File: config.mk
export PLATFORM = sky130hd
export DESIGN_NAME = booth_sequencer
export DESIGN_NICKNAME = d
export VERILOG_FILES = /design/src/rtl/booth_sequencer.sv
export SDC_FILE = /design/constraint.sdc
export NUM_CORES = 1
export LEC_CHECK = 0
export ABC_AREA = 1
export CORE_MARGIN = 4
export CORE_UTILIZATION = 45
export CTS_BUF_LIST = sky130_fd_sc_hd__clkbuf_8
export DETAILED_ROUTE_END_ITERATION = 16
export GPL_TIMING_DRIVEN = 0
export HOLD_SLACK_MARGIN = 0.06
export PLACE_DENSITY = 0.72
export SLEW_MARGIN = 20
export SYNTH_ARGS = -nofsm -noshare
export SYNTH_HDL_FRONTEND = slang
export SYNTH_SLANG_ARGS = --single-unit
File: constraint.sdc
create_clock -name clk -period 5.4 [get_ports clk]
set_clock_uncertainty 0.15 [all_clocks]
set_input_delay 0.81 -clock clk [delete_from_list [all_inputs] [get_ports clk]]
set_output_delay 0.81 -clock clk [all_outputs]
set_load 0.005 [all_outputs]
File: src/rtl/booth_sequencer.sv
// booth_sequencer: radix-2 Booth control FSM with run-skipping multi-bit shifts
module booth_sequencer #(
  parameter int WIDTH = 8
) (
  input  logic             clk,
  input  logic             reset_n,
  input  logic             start,
  input  logic [WIDTH-1:0] mplier,
  output logic             load,
  output logic             add_en,
  output logic             sub_en,
  output logic             shift,
  output logic [4:0]       amount,
  output logic             busy,
  output logic             done
);
  typedef enum logic [2:0] {IDLE, LOAD, EVAL, ARITH, SETTLE, SHIFT, DONE} state_t;
  state_t state, next;
  logic [7:0] q_r;
  logic [3:0] pos, pos_next, run;
  logic       op_sub, b, p, go;
  always_comb begin
    b = q_r[pos[2:0]];
    p = (pos == 4'd0) ? 1'b0 : q_r[pos[2:0] - 3'd1];
    run = 4'd1;
    go = 1'b1;
    for (int i = 1; i < 8; i++) begin
      go = go && (int'(pos) + i < 8) && (q_r[pos[2:0] + 3'(i)] == b);
      run = go ? run + 4'd1 : run;
    end
  end
  always_comb begin
    next = IDLE;
    case (state)
      IDLE:   next = start ? LOAD : IDLE;
      LOAD:   next = EVAL;
      EVAL:   next = (b != p) ? ARITH : SETTLE;
      ARITH:  next = SHIFT;
      SETTLE: next = SHIFT;
      SHIFT:  next = (pos_next == 4'd8) ? DONE : EVAL;
      default: next = IDLE;
    endcase
  end
  // amount is latched at the end of EVAL so it is stable across the following falling edge
  always_ff @(posedge clk or negedge reset_n) begin
    if (!reset_n) begin
      state <= IDLE;
      q_r <= '0;
      pos <= '0;
      pos_next <= '0;
      amount <= '0;
      op_sub <= 1'b0;
    end else begin
      state <= next;
      if (state == IDLE && start) begin
        q_r <= mplier[7:0];
        pos <= '0;
      end
      if (state == EVAL) begin
        amount <= {1'b0, run};
        pos_next <= pos + run;
        op_sub <= b;
      end
      if (state == SHIFT) pos <= pos_next;
    end
  end
  assign load   = state == LOAD;
  assign add_en = state == ARITH && !op_sub;
  assign sub_en = state == ARITH && op_sub;
  assign shift  = state == SHIFT;
  assign busy   = state != IDLE;
  assign done   = state == DONE;
endmodule

# Word level (Yosys, flattened, before mapping)
# Index checks and enable logic that the tools add are counted.
[word_totals]
in_bits = 11
elab_cells = 113
register_bits = 24
[op_classes]
addsub = 22
eq_ne = 15
reduce_logical = 22
n_lt_le_gt_ge = 16
n_mux = 32
[op_table]
columns = ["operator", "count"]
rows = [
  ["$lt 3x4->1 const B", 9],
  ["$lt 5x4->1 const B", 7],
  ["$mux 4", 7],
  ["$bmux 1 s3", 9],
  ["$add 4x3->5 const B", 4],
  ["$add 4x1->4 const B", 4],
  ["$logic_and 1x1->1", 16],
  ["$pmux 3 s5", 1],
  ["$add 3x3->3 const B", 4],
  ["$mux 1", 11],
  ["$add 4x2->5 const B", 2],
  ["$eq 3x3->1 const B", 3],
  ["$mux 3", 3],
  ["$eq 1x1->1", 7],
  ["$add 3x2->3 const B", 2],
  ["$eq 3x2->1 const B", 2],
  ["$add 4x1->5 const B", 1],
  ["$add 3x1->4 const B", 1],
  ["$add 4x4->4", 1],
  ["$eq 4x4->1 const B", 1],
  ["$logic_not 4->1", 1],
  ["$add 2x1->3 const B", 1],
  ["$add 3x1->3 const B", 1],
  ["$eq 3x1->1 const B", 1],
  ["8 further kinds", 8],
]

# Logic depth before layout (Yosys ltp)
[depth]
ltp_word = 19
depth_mapped = 34

# Worst setup path after synthesis
# OpenSTA, ideal clock, no wires.
[synth_path]
kind = "flip-flop to flip-flop"
startpoint = "reg pos[1]"
endpoint = "reg pos_next[3]"
arrival_ns = 4.709
required_time_ns = 5.132
stages_incl_launch_ff = 32
period_less_slack_ns = 4.977
setup_slack_ns = 0.423
setup_ns = 0.118
cell_sequence = "dfrtp_1 inv_2 ha_1 inv_1 nand3_1 nand3_1 nand2_1 nand2_2 nand3_4 nor2_8 nand2_1 fa_1 inv_1 nand2_1 and2_4 ha_1 nand2_2 nand2_1 nand3_1 a31oi_1 ha_1 inv_1 nor2_2 xor2_1 inv_1 ha_1 a21oi_1 nand2_1 xor2_1 nand3_1 nand3_1 nand2_1"
[synth_via]
elab_chain_len = 19
[synth_rtl]
columns = ["item", "line", "source"]
rows = [
  ["start, declared", "20", "logic [3:0] pos, pos_next, run;"],
  ["start signal, assigned", "64", "if (state == SHIFT) pos <= pos_next;"],
  ["$add 3x1->3", "28", "go = go && (int'(pos) + i < 8) && (q_r[pos[2:0] + 3'(i)] == b);"],
  ["$bmux 1 s3", "28", ""],
  ["$mux 1 (not written as such)", "28", ""],
  ["$eq 1x1->1", "28", ""],
  ["$logic_and 1x1->1", "28", ""],
  ["$mux 2 or $logic_and 1x1->1 (tied branches)", "29, 28", ""],
  ["$add 2x1->3 or $logic_and 1x1->1 (tied branches)", "29, 28", ""],
  ["$mux 3 or $logic_and 1x1->1 (tied branches)", "29, 28", ""],
  ["[4 not listed]", "-", ""],
  ["$add 4x1->4 or $logic_and 1x1->1 (tied branches)", "29, 28", ""],
  ["$mux 4 or $logic_and 1x1->1 (tied branches)", "29, 28", ""],
  ["$add 4x1->4 or $logic_and 1x1->1 (tied branches)", "29, 28", ""],
  ["$mux 4 or $logic_and 1x1->1 (tied branches)", "29, 28", ""],
  ["$add 4x1->4 or $logic_and 1x1->1 (tied branches)", "29, 28", ""],
  ["$mux 4 (*)", "29", "run = go ? run + 4'd1 : run;"],
  ["net run[2]", "20", ""],
  ["$add 4x4->4 (*)", "61", "pos_next <= pos + run;"],
  ["end signal, assigned", "61", ""],
  ["end, declared", "20", ""],
]
# Mark *: on every way through the listed nets, which the timed path passes. The rest lies on a longest branch. The select of a mux whose other input is x is not followed.
# A chain may end at the register's enable or synchronous reset.

# Final worst setup path
[layout_path]
startpoint = "reg pos[2]"
endpoint = "reg pos_next[3]"
# Same word-level chain as after synthesis.

==> results.yml <==
run_status:
  status: "complete, no violations"
layout:
  antenna_cells_inserted: 0
  drive_gt1_share_pct: 19.3
  fin_nets: 389
  layout_common_cells: "88 x nand2_1, 42 x nand3_1, 36 x inv_1, 23 x nor2_1, 22 x dfrtp_1"
  syn_to_final_growth_pct: 18.4
  layout_commonest_cell: "nand2_1"
  fin_cells: 428
sta:
  period_needed_ns: 5.01
  setup-violations-final: 0
  post-route-period-util_pct: 92.7
  max_freq_mhz: 200
  worst_pin_slew_ns: 0.535
  slew_headroom_pct: 64.4
  finalHoldViolations: 0
  slew_viol_final: 0
critical_path:
  worstPathArrival_ns: 5.02
  slowest_stage: "fa_2"
  path_max_fanout: 9
  cpMostUsedCell: "nand2_1"
  crit_type: "reg -> reg"
  worstSetupStartpointType: "flop"
  critPathRequiredTime_ns: 5.42
  crit_path_end_kind: "flop"
  max_stage_delay_ns: 0.49
grt:
  grt_pass1_vias: 2035
  grtUsageMet1_pct: 22.3
  gr-total-overflow: 0
  grt_pass1_wl_mm: 9.05
  use_met3_pct: 1.35
  grt.busiest_layer: "met2"
  grtUsageTotal_pct: 17.3
  grt_start_max_net_pins: 25
  antenna_found_initial: 0
  grt_util_met2_pct: 30.6
routing:
  wl_per_cell_um: 11.5
  firstDrtPassIters: 5
  detail-route-antenna-nets: 0
  drc: 0
  vias: 2161
  viasPerCell: 5.05
  wl_mm: 4.93
  drtIter0Drc: 80
place:
  numPortBuffers: 20
  place.gp.congestion: 0.831
  hpwlAfterDp_mm: 3.95
  place_inst: 419
clock_network:
  cts_buffers: 3
  cts_tree: "yes"
  root_buffer: "clkbuf_8"
  clk_latency_ns: 0.27
  htreeDepth: 1
  ctsHoldBuffers: 0
  clkTransAtPathRegs_ns: 0.09
  numClockSinks: 24
  clock_path_buffers: 2
die:
  die_x_um: 80.5
  coreArea_um2: 5110
  die-area_um2: 6470
  num_rows: 26
  die-height_um: 80.5
  ioPinCount: 22
  start_util_pct: 46.3
synthesis:
  syn_avg_cell_area_um2: 7.18
  ys_ff_latch: 24
  synthCells: 329
  syn_area_um2: 2360
  syn-num-nets: 359
  synth_warnings: 0
  yosysSeqAreaShare_pct: 25.4
  yosysUniqueCellTypes: 36
flow_run:
  cap_violations: 0
worst_hold_path:
  min-delay-path-class: "reg -> reg"
-- Yosys cell counts --
master | number | area [µm²]
nand2_1 | 89 | 334
dfrtp_1 | 24 | 601
o22ai_1 | 3 | 18.8
nor2_8 | 2 | 40.0
a31oi_1 | 4 | 25.0
buf_4 | 1 | 7.51
o21ai_0 | 13 | 65.1
and2_4 | 1 | 8.76
nand2_8 | 1 | 20.0
inv_2 | 3 | 11.3
nand2_4 | 2 | 22.5
clkinv_4 | 2 | 17.5
inv_1 | 37 | 139
nand2_2 | 13 | 81.3
conb_1 | 1 | 3.75
clkinv_2 | 1 | 5.00
nor2_2 | 2 | 12.5
o211ai_1 | 1 | 7.51
ha_1 | 17 | 213
nor3_2 | 1 | 10.0
fa_1 | 2 | 40.0
o21ai_2 | 1 | 8.76
nand3_4 | 3 | 52.6
o21ai_1 | 3 | 15.0
nor2_1 | 24 | 90.1
nand3_1 | 42 | 210
nand4_1 | 4 | 25.0
buf_2 | 1 | 5.00
buf_6 | 2 | 22.5
xor2_1 | 7 | 61.3
o221ai_1 | 1 | 8.76
or2_2 | 1 | 6.26
nand3_2 | 4 | 40.0
mux2_2 | 8 | 90.1
a21oi_1 | 7 | 35.0
xnor2_1 | 1 | 8.76
-- final timing paths --
check	start	to	slack (ns)	cells past startpoint
max in group asynchronous	reset_n	pos[0]	4.35	1
worst max register to register	pos[2]	pos_next[3]	0.39	32
worst min-delay path	amount[0]	amount[0]	0.34	2
worst max-delay path	pos[2]	pos_next[3]	0.39	32
worst min register to register	amount[0]	amount[0]	0.34	2
min in group asynchronous	reset_n	state[2]	0.36	1
-- flip-flops by register name (all words and copies together) (netlist names) --
name and count:
q_r 8, amount 4, pos 4, pos_next 4, state 3, op_sub 1
-- metal layers --
layer | wire length (µm) | vias up
met5 | 0 | -
met4 | 64 | 0
met3 | 140 | 7
met2 | 2470 | 34
met1 | 2260 | 992
li1 | - | 1128
-- cells by family (layout without fill, tap and decap cells) --
kind of cell	count (synthesis)	after routing	share of synthesized area, %
simple gates	189	189	40.4
buf+inv	47	76	8.79
mux	8	8	3.81
xor+xnor	8	8	2.97
fa+ha+maj	19	19	10.7
compound gates	33	33	7.79
flops	24	24	25.4
other cells	1	1	0.159
-- worst max-delay path, delay by kind of cell, from the launching register on --
family          cells  cell delay (ns)
flops               1             0.43
xor+xnor            2             0.32
simple gates       16             1.58
fa+ha+maj           5             1.54
buf+inv             7             0.56
compound gates      2             0.30
-- repair_timing --
action                                  4_1_cts  5_1_grt
endpoints found under the setup margin        1        3
gates resized for setup                       2       11
setup buffers                                 1        4
pin swaps                                     0        4
-- metrics by stage --
step           util (%)  setup slack [ns]  area, µm²  hold slack (ns)  TNS, ns
2_1_floorplan         -             0.423       2360            0.299        0
3_3_place_gp       51.9            -0.122       2650            0.316   -0.122
3_5_place_dp       51.9            -0.182       2650            0.327   -0.182
4_1_cts            53.5            0.0451       2730            0.349        0
5_1_grt            54.8           -0.0199       2800            0.378  -0.0199
6_report           54.8             0.395       2800            0.343        0
-- cell type report --
cell class	count	area, µm²
Buffer	4	35.0
Clock inverter	1	30.0
Tap cell	70	87.6
Multi-Input combinational cell	258	1590
Timing Repair Buffer	25	233
Clock buffer	3	41.3
Inverter	43	180
Sequential cell	24	603
Fill cell	486	2310
Power is left out: the tool's default activity adds up to more than one toggle a clock period on the data nets, which glitch-free logic cannot reach.
